===== config.mk =====
export PLATFORM = sky130hd
export DESIGN_NAME = sqrt_fsm
export DESIGN_NICKNAME = d
export VERILOG_FILES = /design/src/rtl/sqrt_fsm.sv
export SDC_FILE = /design/constraint.sdc
export NUM_CORES = 1
export LEC_CHECK = 0
export CAP_MARGIN = 5
export CORE_MARGIN = 3
export CORE_UTILIZATION = 30
export CTS_CLUSTER_SIZE = 40
export DETAILED_ROUTE_END_ITERATION = 6
export PLACE_DENSITY = 0.55
export SLEW_MARGIN = 20
export SYNTH_ARGS = -nofsm -noshare
export SYNTH_HDL_FRONTEND = slang
export SYNTH_SLANG_ARGS = --single-unit
export TNS_END_PERCENT = 50

===== constraint.sdc =====
create_clock -name clk -period 4.65 [get_ports clk]
set_input_delay 0.93 -clock clk [delete_from_list [all_inputs] [get_ports clk]]
set_output_delay 0.93 -clock clk [all_outputs]
set_load 0.03 [all_outputs]

===== src/rtl/sqrt_fsm.sv =====
// sqrt_fsm -- multi-cycle IEEE-754 single-precision square root.
//
// Takes one operand per request, computes the mantissa root with a restoring
// digit-by-digit loop (one root bit per clock) and reports a truncated result.
// Fixed latency: accept at E0, res/err written at E26, r_o pulses at E27.
// Denormal inputs are flushed to zero; negative nonzero, inf and NaN inputs
// give the canonical quiet NaN with err=1.
//
// Ports:
//   clk  - rising-edge clock
//   rst  - synchronous, active-high reset
//   x    - operand, sampled only on the accepting edge
//   r_i  - request, honoured only in IDLE
//   res  - registered result, held until the next PACK
//   err  - registered invalid-operand flag, updated with res
//   r_o  - one-cycle result-ready pulse per accepted request

module sqrt_fsm (
    input  logic        clk,
    input  logic        rst,
    input  logic [31:0] x,
    input  logic        r_i,
    output logic [31:0] res,
    output logic        err,
    output logic        r_o
);

    localparam logic [2:0] IDLE   = 3'd0;
    localparam logic [2:0] UNPACK = 3'd1;
    localparam logic [2:0] ITER   = 3'd2;
    localparam logic [2:0] PACK   = 3'd3;
    localparam logic [2:0] DONE   = 3'd4;

    localparam logic [1:0] CLS_NORM = 2'd0;
    localparam logic [1:0] CLS_ZERO = 2'd1;
    localparam logic [1:0] CLS_INV  = 2'd2;

    localparam logic [31:0] QNAN = 32'h7FC0_0000;

    logic [2:0]  state;
    logic        s;
    logic [7:0]  e;
    logic [22:0] f;
    logic [47:0] rad;    // radicand, shifted left 2 bits per iteration
    logic [7:0]  re;     // biased result exponent
    logic [1:0]  cls;
    logic [23:0] root;
    logic [25:0] rem;    // partial remainder never exceeds 2*root
    logic [4:0]  cnt;

    // One restoring step: bring down the next two radicand bits and try to
    // subtract 4*root+1.
    logic [27:0] trial_in;
    logic [27:0] trial_sub;
    logic [27:0] trial;
    logic        ge;

    always_comb begin
        trial_in  = {rem, rad[47:46]};
        trial_sub = {2'b00, root, 2'b01};
        trial     = trial_in - trial_sub;
        ge        = (trial_in >= trial_sub);
    end

    // Result exponent: (e+127)>>1 for odd e, (e+126)>>1 for even e. With
    // e = 2k+b this is k+64 (odd) or k+63 (even), at most 191, so 8 bits
    // are enough and no wider intermediate is needed.
    logic [7:0] re_calc;
    always_comb begin
        re_calc = {1'b0, e[7:1]} + (e[0] ? 8'd64 : 8'd63);
    end

    always_ff @(posedge clk) begin
        if (rst) begin
            state <= IDLE;
            s     <= 1'b0;
            e     <= 8'd0;
            f     <= 23'd0;
            rad   <= 48'd0;
            re    <= 8'd0;
            cls   <= CLS_NORM;
            root  <= 24'd0;
            rem   <= 26'd0;
            cnt   <= 5'd0;
            res   <= 32'd0;
            err   <= 1'b0;
            r_o   <= 1'b0;
        end else begin
            r_o <= 1'b0;
            case (state)
                IDLE: begin
                    if (r_i) begin
                        s     <= x[31];
                        e     <= x[30:23];
                        f     <= x[22:0];
                        root  <= 24'd0;
                        rem   <= 26'd0;
                        cnt   <= 5'd0;
                        state <= UNPACK;
                    end
                end
                UNPACK: begin
                    // Odd e leaves an even unbiased exponent, so the mantissa
                    // goes in unscaled; even e folds one factor of 2 into it.
                    if (e[0]) rad <= {1'b0, 1'b1, f, 23'd0};
                    else      rad <= {1'b1, f, 24'd0};
                    re <= re_calc;
                    if (e == 8'd0)              cls <= CLS_ZERO;
                    else if (s || e == 8'hFF)   cls <= CLS_INV;
                    else                        cls <= CLS_NORM;
                    cnt   <= 5'd23;
                    state <= ITER;
                end
                ITER: begin
                    rem   <= ge ? trial[25:0] : trial_in[25:0];
                    root  <= {root[22:0], ge};
                    rad   <= {rad[45:0], 2'b00};
                    cnt   <= cnt - 5'd1;
                    if (cnt == 5'd0) state <= PACK;
                end
                PACK: begin
                    case (cls)
                        CLS_ZERO: begin res <= {s, 31'd0};         err <= 1'b0; end
                        CLS_INV:  begin res <= QNAN;               err <= 1'b1; end
                        default:  begin res <= {1'b0, re, root[22:0]}; err <= 1'b0; end
                    endcase
                    state <= DONE;
                end
                DONE: begin
                    r_o   <= 1'b1;
                    state <= IDLE;
                end
                default: state <= IDLE;
            endcase
        end
    end

endmodule


Yosys cells after proc, flatten, opt, wreduce, memory -nomap -nowiden
Cells that the tools add are included.
{"block": "totals", "register_bits": 182, "output_inout_bits": 34, "wordCells": 55}
{"block": "classes", "n_reduce_logical": 11, "add_sub_neg": 3, "n_eq_ne": 9, "muxes": 18, "magnitude_cmp": 1}
{"operator": "one-hot mux 48 bit (2 select lines)", "n": 1}
{"operator": "one-hot mux 32 bit (2 select lines)", "n": 1}
{"operator": "two-way mux 26 bit", "n": 2}
{"operator": "one-hot mux 26 bit (2 select lines)", "n": 1}
{"operator": "two-way mux 48 bit", "n": 1}
{"operator": "one-hot mux 24 bit (2 select lines)", "n": 1}
{"operator": ">= comparator 28 x 26 -> 1 bit", "n": 1}
{"operator": "subtractor 26 bit", "n": 1}
{"operator": "two-way mux 24 bit", "n": 1}
{"operator": "one-hot mux 5 bit (3 select lines)", "n": 1}
{"operator": "one-hot mux 3 bit (4 select lines)", "n": 1}
{"operator": "adder 7 x 7 -> 8 bit", "n": 1}
{"operator": "equality test 8 bit, second input constant", "n": 1}
{"operator": "logical NOT 8 bit", "n": 1}
{"operator": "AND reduction 2 bit", "n": 4}
{"operator": "two-way mux 7 bit", "n": 1}
{"operator": "equality test 3 x 2 -> 1 bit, second input constant", "n": 2}
{"operator": "two-way mux 3 bit", "n": 2}
{"operator": "logical NOT 5 bit", "n": 1}
{"operator": "two-way mux 5 bit", "n": 1}
{"operator": "subtractor 5 x 1 -> 5 bit, second input constant", "n": 1}
{"operator": "two-way mux 2 bit", "n": 2}
{"operator": "!= test 2 bit, second input constant", "n": 2}
{"operator": "nonzero test 2 bit", "n": 2}
{"operator": "8 further kinds", "n": 9}

Depth between registers and ports, before layout
Gate-level depths: netlist of the first run.
{"block": "logic_depth", "word_depth": 4, "ltp_mapped": 13}

Least setup slack after synthesis of the first run
Ideal clock, no wire load.
{"block": "synth_path", "kind": "reg-to-reg", "startpoint": "register e[0]", "endpoint": "register re[6]", "arrival_ns": 2.902, "stages_incl_launch_ff": 13, "path_slack_ns": 1.678, "path_buffers": 2, "setup_time_ns": 0.070, "cell_sequence": "dfxtp_1 > clkbuf_1 > buf_1 > inv_1 > ha_1 > fa_1 > a21oi_1 > o21bai_1 > a21o_1 > a21oi_1 > xnor2_1 > nand2_1 > a21oi_1"}
{"block": "synth_between", "elab_chain_cells": 2}
{"element": "start, declared", "line": "42", "rtl": "logic [7:0] e;"}
{"element": "start signal, assigned", "line": "94", "rtl": "e <= x[30:23];"}
{"element": "two-way mux 7 bit", "line": "70", "rtl": "re_calc = {1'b0, e[7:1]} + (e[0] ? 8'd64 : 8'd63);"}
{"element": "adder 7 x 7 -> 8 bit", "line": "70"}
{"element": "end signal, assigned", "line": "107", "rtl": "re <= re_calc;"}
{"element": "end, declared", "line": "45", "rtl": "logic [7:0] re;"}
No other way between the ends.
A chain may end at the register's enable or synchronous reset.

Final worst setup path of the first run
{"block": "layout_path", "startpoint": "register root[9]", "endpoint": "register rem[4]"}
{"block": "layout_between", "elab_chain_cells": 3}
{"element": "start, declared", "line": "47", "rtl": "logic [23:0] root;"}
{"element": "start signal, assigned", "line": "116", "rtl": "root <= {root[22:0], ge};"}
{"element": ">= comparator 28 x 26 -> 1 bit", "line": "62", "rtl": "ge = (trial_in >= trial_sub);"}
{"element": "two-way mux 26 bit", "line": "115", "rtl": "rem <= ge ? trial[25:0] : trial_in[25:0];"}
{"element": "one-hot mux 26 bit (2 select lines)", "line": "90", "rtl": "case (state)"}
{"element": "end signal, assigned", "line": "115"}
{"element": "end, declared", "line": "48", "rtl": "logic [25:0] rem;"}
No other way between the ends.

==> results.md, run 1 <==
- Status: complete, no violations
- H-tree lvl count: 4
- Starting density of the core: 31.0%
- Most common cell after layout, fill and taps aside: nand2_1
- Remaining DRCs: 0
- Crit end category: flop
- Core Rows: 58
- Gr usage total: 14.1%
- Slew Limit Fails: 0
- Clock latency on the worst-skew pair: 430 ps
- Area Growth Syn to Fin: 19.5%
- Hold Path Class: reg2reg
- Fill count: 2670
- Flops & latches, synth: 159
- Async SR Flop Fraction: 0%
- Sequential fraction of the synthesis area: 40.1%
- Synth warnings: 0
- Ys flop type: dfxtp_1
- Crit start category: flop
- Vias: 6819
- Worst Path Max Fanout: 19
- Post-synth EDFFs: 0
- Grt total ovfl: 0
- Synth Instances: 979
- DIE WIDTH: 169 microns
- Number of buffers created by CTS: 17
- # setup viols final: 0
- DR pass1 iterations: 4
- Initial drt markers: 381
- Max cap viols: 0
- Worst reg2reg path depth: 11
- Clk pin slew, worst setup/hold paths: 70 ps
- Critical path arrival: 3350 ps
- Hold path depth: 2
- Most frequent cells in the layout: nand2_1 (187), dfxtp_1 (159), a21oi_1 (111), clkdlybuf4s50_1 (67), nor2_1 (62)
- Avg WL per Cell: 14.7 microns
- Vias in the first global route: 6446
- Die H: 169 microns
- Die area: 0.0284 sq mm
- Yosys cell types: 62
- Initial antenna violation count: 0
- Critical Path RT: 4910 ps
- Clock sink total: 159
- Start of the worst register-to-register path: root[9]
- Final ANT Viol Nets: 0
- Share of cells above drive strength 1: 5.84%
- Post-detailed-routing wire length: 19900 microns
- WHS Endpoint: rad[25]
- Post-route insts no fill: 1358
- Post-CTS Resized: 0
- DP HPWL: 13600 microns
- CTS Root Cell: clkbuf_16
- Cells after DPL: 1326
- Core area: 0.0255 sq mm
- Post-synth net total: 1054
- RR Endpoint: rem[4]
- Clock Tree Buf Depth: 2
- Critical path class: reg2reg
- Setup Skew: 10.8 ps
- Fraction of the cycle the final worst path needs: 66.5%
- CTS tree: built
- Post CTS Setup Buffer Count: 0
- Vias per Instance: 5.02
- Syn Area/Cell: 8.10 sq um
- Tightest Pin Transition: 1000 ps
- First-pass GRT wire length: 33200 microns
- Cell Area, Synth: 0.00793 sq mm
- Nets: 1090
- RSZ-0062 raised after global routing: false
- IO buf count: 68
- Relative slew slack: 32.8%
- Flop-to-flop setup slack: 1560 ps
- Fmax: 0.323 GHz
- Hold Startpoint: rad[23]
- Min Tclk post-route: 3090 ps
- # hold bufs at CTS: 0
- Gpl congestion: 0.871
- Setup TNS: 0 ps
- Fin. Hold Viols: 0
- Diode count: 0
- I/O Pins: 69
- Largest net degree at the start of global routing: 75
==> flip-flops by register name, summed over array words and instances (netlist names), 2 cells and up <==
signal,cells
re,8
cls,2
rad,25
rem,26
state,3
root,24
cnt,5
e,8
res,32
f,23
==> Yosys cell counts (14+ instances only) <==
cell | number | share of area [%]
clkbuf_1 | 55 | 2.6
a22oi_1 | 25 | 2.4
xnor2_1 | 20 | 2.2
a21oi_1 | 111 | 7.0
dfxtp_1 | 159 | 40
mux2i_1 | 43 | 5.4
nor2_1 | 63 | 3.0
ha_1 | 39 | 6.2
o21ai_0 | 27 | 1.7
a211oi_1 | 14 | 1.3
nor3_1 | 19 | 1.2
nand2_1 | 187 | 8.8
inv_1 | 36 | 1.7
o211ai_1 | 22 | 2.1
nand3_1 | 30 | 1.9
==> metrics by stage <==
step / utilization, % / hold slack (ps) / setup WS (ps) / cell area, sq um
6_report: 37.1 / 445 / 1560 / 9470
4_1_cts: 37.1 / 454 / 1470 / 9470
2_1_floorplan: - / 426 / 1680 / 7930
3_5_place_dp: 34.8 / 444 / 1510 / 8880
3_3_place_gp: 34.8 / 438 / 1650 / 8880
5_1_grt: 37.1 / 464 / 1160 / 9470
==> layer usage <==
metal / up-vias / wire (microns) / GRT usage [%]
met4: 0 / 241 / 3.84
met3: 14 / 643 / 2.48
met5: - / 0 / 0
li1: 3506 / - / -
met2: 122 / 9120 / 22.8
met1: 3177 / 9940 / 19.6
==> cell type report <==
cell class	instances	area, sq um	share of cell area, %
multi-input combinational	721	4370	46.1
sequential	159	3180	33.6
timing repair buffer	80	781	8.24
clock buffer	19	453	4.78
tap	330	413	4.36
clock inverter	13	141	1.49
inverter	36	135	1.43
==> how the worst max path moves through the flow <==
stage                 start     end  slack [ps]  cells past startpoint
global placement    root[9]  rem[3]        1650                     11
global route        root[9]  rem[4]        1160                     11
CTS                 root[9]  rem[4]        1470                     11
detailed placement  root[9]  rem[4]        1510                     11
finish              root[9]  rem[4]        1560                     11
floorplan              e[0]   re[6]        1680                     12
==> worst max-delay path, stage by stage, from the launching register on <==
cell and delay, ps:
dfxtp_1 380, inv_1 60, ha_1 390, and3_1 230
o311ai_1 100, a21oi_1 250, o31a_1 220, o21ai_2 90
o21bai_2 640, buf_12 260, mux2i_1 200, o21ai_0 100
==> cells by family (layout without fill, tap and decap cells) <==
| logic type | count (synthesis) | in the layout | share of synthesized area (%) |
|---|---|---|---|
| compound gates | 267 | 267 | 21.1 |
| simple gates | 343 | 343 | 18.8 |
| mux | 43 | 43 | 5.43 |
| fa+ha+maj | 40 | 40 | 6.40 |
| xor+xnor | 28 | 28 | 3.09 |
| flops | 159 | 159 | 40.1 |
| buf+inv | 99 | 148 | 5.08 |
Power of run 1 is not shown: default switching activity piles up to over one toggle a cycle in this logic, so the estimate is an artifact.
==> run 2, diff against run 1 <==
clock period = 2.9 ns   (was 4.65 ns; I/O delays follow)
==> run 2 against run 1 <==
  * Clock skew shrank 2.4 ps
  * Register-to-register slack lost 1300 ps
  * Cell area grew 1.6%
  * Global-route usage shrank 0.084 points
  * Flip-flop and latch count is the same
  * Via count shrank 1.4%
  * Critical endpoint is now rem[10]
  * Largest cell class unchanged
==> results.md, run 2 (synthesis results as in run 1) <==
- Status: complete, no violations (unchanged)
- I/O Pins: 69 (unchanged)
- Critical path arrival: 2980 ps (was 3350 ps)
- Share of cells above drive strength 1: 6.93% (was 5.84%)
- CP max-delay cell: dfxtp_1 (was o21bai_2)
- Post CTS Setup Buffer Count: 0 (unchanged)
- RSZ-0062 raised after global routing: false (unchanged)
- # setup viols final: 0 (unchanged)
- RR Endpoint: rem[10] (was rem[4])
- Crit end category: flop (unchanged)
- Post-CTS Resized: 0 (unchanged)
- Family with the most delay on the worst path: simple AND/OR/NAND/NOR gates (was compound AO/OA/AOI/OAI gates)
- Area occupied by multi-input gates: 0.00438 sq mm (was 0.00437 sq mm)
- Starting density of the core: 31.0% (unchanged)
- Crit start category: flop (unchanged)
- Largest Register: res (unchanged)
- Critical path class: reg2reg (unchanged)
- First-pass GRT wire length: 33500 microns (was 33200 microns)
- Vias: 6726 (was 6819)
- Max cap viols: 0 (unchanged)
- Slew Limit Fails: 0 (unchanged)
- Grt total ovfl: 0 (unchanged)
- Core area: 0.0255 sq mm (unchanged)
- Setup TNS: 0 ps (unchanged)
- Vias in the first global route: 6593 (was 6446)
- Largest net degree at the start of global routing: 66 (was 75)
- Placed Area: 0.00896 sq mm (was 0.00888 sq mm)
- Worst hold slack: 448 ps (was 445 ps)
- IO buf count: 68 (unchanged)
- Min Tclk post-route: 2680 ps (was 3090 ps)
- CTS Root Cell: clkbuf_16 (unchanged)
- Clock Tree Buf Depth: 2 (unchanged)
- Post-detailed-routing wire length: 19600 microns (was 19900 microns)
- Hold Startpoint: res[19] (was rad[23])
- Crit path buffers/inverters: 2 (unchanged)
- Nets: 1101 (was 1090)
- Critical Path RT: 3200 ps (was 4910 ps)
- Relative slew slack: 53.7% (was 32.8%)
- Final ANT Viol Nets: 0 (unchanged)
- Worst path max stage delay: 440 ps (was 640 ps)
- DP HPWL: 13600 microns (about the same)
- Peak supply drop: 1.93 mV
- Max FFs per register: 32 (unchanged)
- Tightest Pin Transition: 693 ps (was 1000 ps)
- DR pass1 iterations: 5 (was 4)
- # hold bufs at CTS: 0 (unchanged)
- Number of buffers created by CTS: 17 (unchanged)
- Fin. Hold Viols: 0 (unchanged)
- Clk pin slew, worst setup/hold paths: 70 ps (about the same)
- Worst Path Max Fanout: 10 (was 19)
- Gr usage total: 14.1% (about the same)
- Pwr dens: 1450 mW/mm^2
- CTS tree: built (unchanged)
- Clock latency on the worst-skew pair: 420 ps (was 430 ps)
- Fill count: 2669 (was 2670)
- Most frequent cells in the layout: nand2_1 (187), dfxtp_1 (159), a21oi_1 (110), clkdlybuf4s50_1 (67), nor2_1 (62) (was nand2_1 (187), dfxtp_1 (159), a21oi_1 (111), clkdlybuf4s50_1 (67), nor2_1 (62))
- Worst setup margin: 224 ps (was 1560 ps)
- H-tree lvl count: 4 (unchanged)
- Core Rows: 58 (unchanged)
- DIE WIDTH: 169 microns (unchanged)
- Critical path cell sequence: inv_1, ha_1, and2_1, and2_4, nand2_1, or4_1, o211ai_1, o21bai_2, buf_4, mux2i_1, o21ai_1 (was inv_1, ha_1, and3_1, o311ai_1, a21oi_1, o31a_1, o21ai_2, o21bai_2, buf_12, mux2i_1, o21ai_0)
- Biggest regs: res (32), rem (26), rad (25) (unchanged)
- Remaining DRCs: 0 (unchanged)
- Fin area: 0.00962 sq mm (was 0.00947 sq mm)
- Vias per Instance: 4.91 (was 5.02)
- Area Growth Syn to Fin: 21.3% (was 19.5%)
- Most common cell after layout, fill and taps aside: nand2_1 (unchanged)
- Avg WL per Cell: 14.3 microns (was 14.7 microns)
- Fraction of the cycle the final worst path needs: 92.3% (was 66.5%)
- Leakage: 3.52 nW
- Gpl congestion: 0.899 (was 0.871)
- Fmax: 0.374 GHz (was 0.323 GHz)
- Die H: 169 microns (unchanged)
- Setup Skew: 8.36 ps (was 10.8 ps)
- Hold Path Class: reg2reg (unchanged)
- Hold path depth: 2 (unchanged)
- WHS Endpoint: res[19] (was rad[25])
- Clock sink total: 159 (unchanged)
- Register area: 0.00318 sq mm (unchanged)
- Initial antenna violation count: 0 (unchanged)
- Die area: 0.0284 sq mm (unchanged)
- Worst reg2reg path depth: 11 (unchanged)
- Initial drt markers: 460 (was 381)
- Start of the worst register-to-register path: root[11] (was root[9])
- Diode count: 0 (unchanged)
- Dpl ws: 192 ps (was 1510 ps)
- Flop-to-flop setup slack: 220 ps (was 1560 ps)
-- run 2: cell types whose count changed in the layout (fill, tap and decap cells not counted), sizes merged --
cell | before | now
clkinv | 2 | 4
buf | 13 | 24
inv | 46 | 39
clkinvlp | 0 | 1
bufinv | 1 | 5
-- run 2: metrics by stage --
stage | power [mW] | cells | util [%]
detailed placement | 11.5 | 1337 | 35.1
floorplan | 9.99 | 979 | -
global route | 15.0 | 1369 | 37.7
finish | 13.9 | 1369 | 37.7
global placement | 11.5 | 1337 | 35.1
CTS | 14.0 | 1369 | 37.6
-- run 2: worst max path at each step --
stage | depth (start not counted) | end | slack [ps] | startpoint
after global placement | 11 | rem[18] | 260 | root[5]
final | 11 | rem[10] | 220 | root[11]
after global routing | 11 | rem[22] | 10 | root[11]
after floorplan | 12 | re[6] | 130 | e[0]
after CTS | 11 | rem[1] | 160 | root[5]
after detailed placement | 11 | rem[1] | 190 | root[5]
-- run 2: area by class of cell --
type / instances / share of cell area [%]
sequential: 159 / 33.1
tap: 330 / 4.29
clock inverter: 13 / 2.16
timing repair buffer: 91 / 8.97
multi-input combinational: 721 / 45.5
clock buffer: 19 / 4.60
inverter: 36 / 1.40
-- run 2: routing by layer --
| metal | track usage, % | share of wire, % | up-vias |
|---|---|---|---|
| li1 | - | - | 3516 |
| met2 | 22.8 | 46 | 110 |
| met5 | 0 | 0 | - |
| met3 | 2.38 | 3.3 | 13 |
| met4 | 3.49 | 0.90 | 0 |
| met1 | 19.6 | 50 | 3087 |
-- run 2: power by group --
part	internal (mW)	switching, mW	total [mW]
Combinational	4.24	4.55	8.79
Sequential	2.45	0.196	2.64
Clock	1.56	0.939	2.50
-- run 2: tightest hold or removal path, stage by stage (launching register included) --
cell and delay (ps):
dfxtp_1 310, nand2_1 50, a21oi_1 50
No activity file was read; power rests on OpenSTA's default activity.
==> run 3, diff against run 2 <==
clock period = 3.34 ns   (was 2.9 ns; I/O delays follow)
==> run 3 against run 2 <==
  * Register-to-register slack better by 340 ps
  * Cell area down 1.1%
  * Fmax down 3.4%
  * Clock-buffer cell count down 1
  * Largest cell class unchanged
  * Largest power group unchanged
==> results.md, run 3 (synthesis results as in run 1) <==
- Hold Path Class: reg2reg (unchanged)
- Critical path arrival: 3130 ps (was 2980 ps)
- Tightest Pin Transition: 680 ps (was 693 ps)
- Die H: 169 microns (unchanged)
- Max cap viols: 0 (unchanged)
- Fraction of the cycle the final worst path needs: 83.0% (was 92.3%)
- Fmax: 0.361 GHz (was 0.374 GHz)
- Post-route insts no fill: 1369 (unchanged)
- Gr usage total: 14.3% (was 14.1%)
- Reg power frac: 19.9% (was 19.0%)
- Final ANT Viol Nets: 0 (unchanged)
- Core Rows: 58 (unchanged)
- Comb power frac: 63.8% (was 63.1%)
- Placed Area: 0.00895 sq mm (was 0.00896 sq mm)
- Hold Startpoint: res[17] (was res[19])
- Start of the worst register-to-register path: root[5] (was root[11])
- Cells after DPL: 1337 (unchanged)
- H-tree lvl count: 4 (unchanged)
- Initial drt markers: 353 (was 460)
- Diode count: 0 (unchanged)
- Clock share of power: 16.3% (was 17.9%)
- CTS Root Cell: clkbuf_16 (unchanged)
- Final Power: 11.5 mW (was 13.9 mW)
- Flop-to-flop setup slack: 570 ps (was 220 ps)
- Initial antenna violation count: 0 (unchanged)
- I/O Pins: 69 (unchanged)
- Setup Skew: 16.3 ps (was 8.36 ps)
- Post CTS Setup Buffer Count: 0 (unchanged)
- Fin. Hold Viols: 0 (unchanged)
- Worst path max stage delay: 380 ps (was 440 ps)
- Starting density of the core: 31.0% (unchanged)
- WHS Endpoint: res[17] (was res[19])
- Biggest regs: res (32), rem (26), rad (25) (unchanged)
- Peak supply drop: 1.96 mV (was 1.93 mV)
- Max FFs per register: 32 (unchanged)
- Clock sink total: 159 (unchanged)
- # setup viols final: 0 (unchanged)
- DP HPWL: 13800 microns (was 13600 microns)
- Relative slew slack: 54.6% (was 53.7%)
- Most common cell after layout, fill and taps aside: nand2_1 (unchanged)
- Post-detailed-routing wire length: 19800 microns (was 19600 microns)
- CP max-delay cell: dfxtp_1 (unchanged)
- Most frequent cells in the layout: nand2_1 (187), dfxtp_1 (159), a21oi_1 (111), clkdlybuf4s50_1 (67), nor2_1 (62) (was nand2_1 (187), dfxtp_1 (159), a21oi_1 (110), clkdlybuf4s50_1 (67), nor2_1 (62))
- CTS tree: built (unchanged)
- Min Tclk post-route: 2770 ps (was 2680 ps)
- Gpl congestion: 0.902 (was 0.899)
- Crit path buffers/inverters: 2 (unchanged)
- DIE WIDTH: 169 microns (unchanged)
- Critical path class: reg2reg (unchanged)
- Critical Path RT: 3690 ps (was 3200 ps)
- # hold bufs at CTS: 0 (unchanged)
- Core Util, Final: 37.2% (was 37.7%)
- RSZ-0062 raised after global routing: false (unchanged)
- Crit end category: flop (unchanged)
- Remaining DRCs: 0 (unchanged)
- First-pass GRT wire length: 33700 microns (was 33500 microns)
- Largest net degree at the start of global routing: 55 (was 66)
- Worst hold slack: 451 ps (was 448 ps)
- RR Endpoint: rem[20] (was rem[10])
- Number of buffers created by CTS: 17 (unchanged)
- Worst reg2reg path depth: 11 (unchanged)
- Status: complete, no violations (unchanged)
- Internal cell power: 6.55 mW (was 8.24 mW)
- Clock Tree Buf Depth: 2 (unchanged)
- Worst Path Max Fanout: 17 (was 10)
- Clock latency on the worst-skew pair: 430 ps (was 420 ps)
- Fin area: 0.00951 sq mm (was 0.00962 sq mm)
- Largest Register: res (unchanged)
- Setup TNS: 0 ps (unchanged)
- DR pass1 iterations: 5 (unchanged)
- Pwr dens: 1210 mW/mm^2 (was 1450 mW/mm^2)
- NetSw: 4.97 mW (was 5.69 mW)
- Core area: 0.0255 sq mm (unchanged)
- Die area: 0.0284 sq mm (unchanged)
- Clk pin slew, worst setup/hold paths: 70 ps (about the same)
- Share of cells above drive strength 1: 6.83% (was 6.93%)
- Dpl ws: 614 ps (was 192 ps)
- Vias in the first global route: 6558 (was 6593)
- IO buf count: 68 (unchanged)
- Family with the most delay on the worst path: compound AO/OA/AOI/OAI gates (was simple AND/OR/NAND/NOR gates)
- Grt total ovfl: 0 (unchanged)
- Leakage: 3.48 nW (was 3.52 nW)
- Avg WL per Cell: 14.5 microns (was 14.3 microns)
- Hold path depth: 2 (unchanged)
- Area Growth Syn to Fin: 20.0% (was 21.3%)
- Sw frac: 43.1% (was 40.8%)
- Vias per Instance: 4.98 (was 4.91)
- Slew Limit Fails: 0 (unchanged)
- Worst setup margin: 568 ps (was 224 ps)
- Crit start category: flop (unchanged)
- Nets: 1101 (unchanged)
- Critical path cell sequence: inv_1, ha_1, and2_1, nor4_1, a21oi_1, o31a_1, o21ai_2, o21bai_2, buf_4, o2bb2a_1, o21ai_0 (was inv_1, ha_1, and2_1, and2_4, nand2_1, or4_1, o211ai_1, o21bai_2, buf_4, mux2i_1, o21ai_1)
- Vias: 6822 (was 6726)
- Post-CTS Resized: 0 (unchanged)
==> run 3: how the worst max path moves through the flow <==
stage,startpoint,endpoint,slack [ps],cells after the start
6_report,root[5],rem[20],570,11
5_1_grt,root[5],rem[5],320,11
4_1_cts,root[5],rem[1],580,11
3_5_place_dp,root[12],rem[22],610,11
3_3_place_gp,root[12],rem[22],610,11
2_1_floorplan,e[0],re[6],370,12
==> run 3: layer usage <==
layer	vias up	part of all wire (%)	global-route usage [%]
li1	3541	-	-
met1	3168	50	19.3
met2	97	46	23.2
met3	16	3.6	3.20
met4	0	1.2	3.63
met5	-	0	0
==> run 3: power groups by stage <==
stage	registers, mW	clock network [mW]	logic, mW
after floorplan	2.29	0	6.38
after global placement	2.33	0	7.37
after detailed placement	2.33	0	7.36
after CTS	2.29	1.92	7.38
after global routing	2.33	2.01	8.07
final	2.29	1.88	7.35
==> run 3: layout make-up <==
class / count / area (sq um)
multi-input cells: 721 / 4370
flip-flops and latches: 159 / 3180
fillers: 2694 / 16000
well taps: 330 / 413
clock inverters: 14 / 125
inverters: 36 / 135
repair buffers: 91 / 851
clock buffers: 18 / 439
==> run 3: worst register-to-register path: stages (launching register included) <==
cell      delay [ps]
dfxtp_1          380
inv_1             70
ha_1             350
and2_1           200
nor4_1           280
a21oi_1          210
o31a_1           340
o21ai_2          190
o21bai_2          80
buf_4            220
o2bb2a_1         310
o21ai_0           70
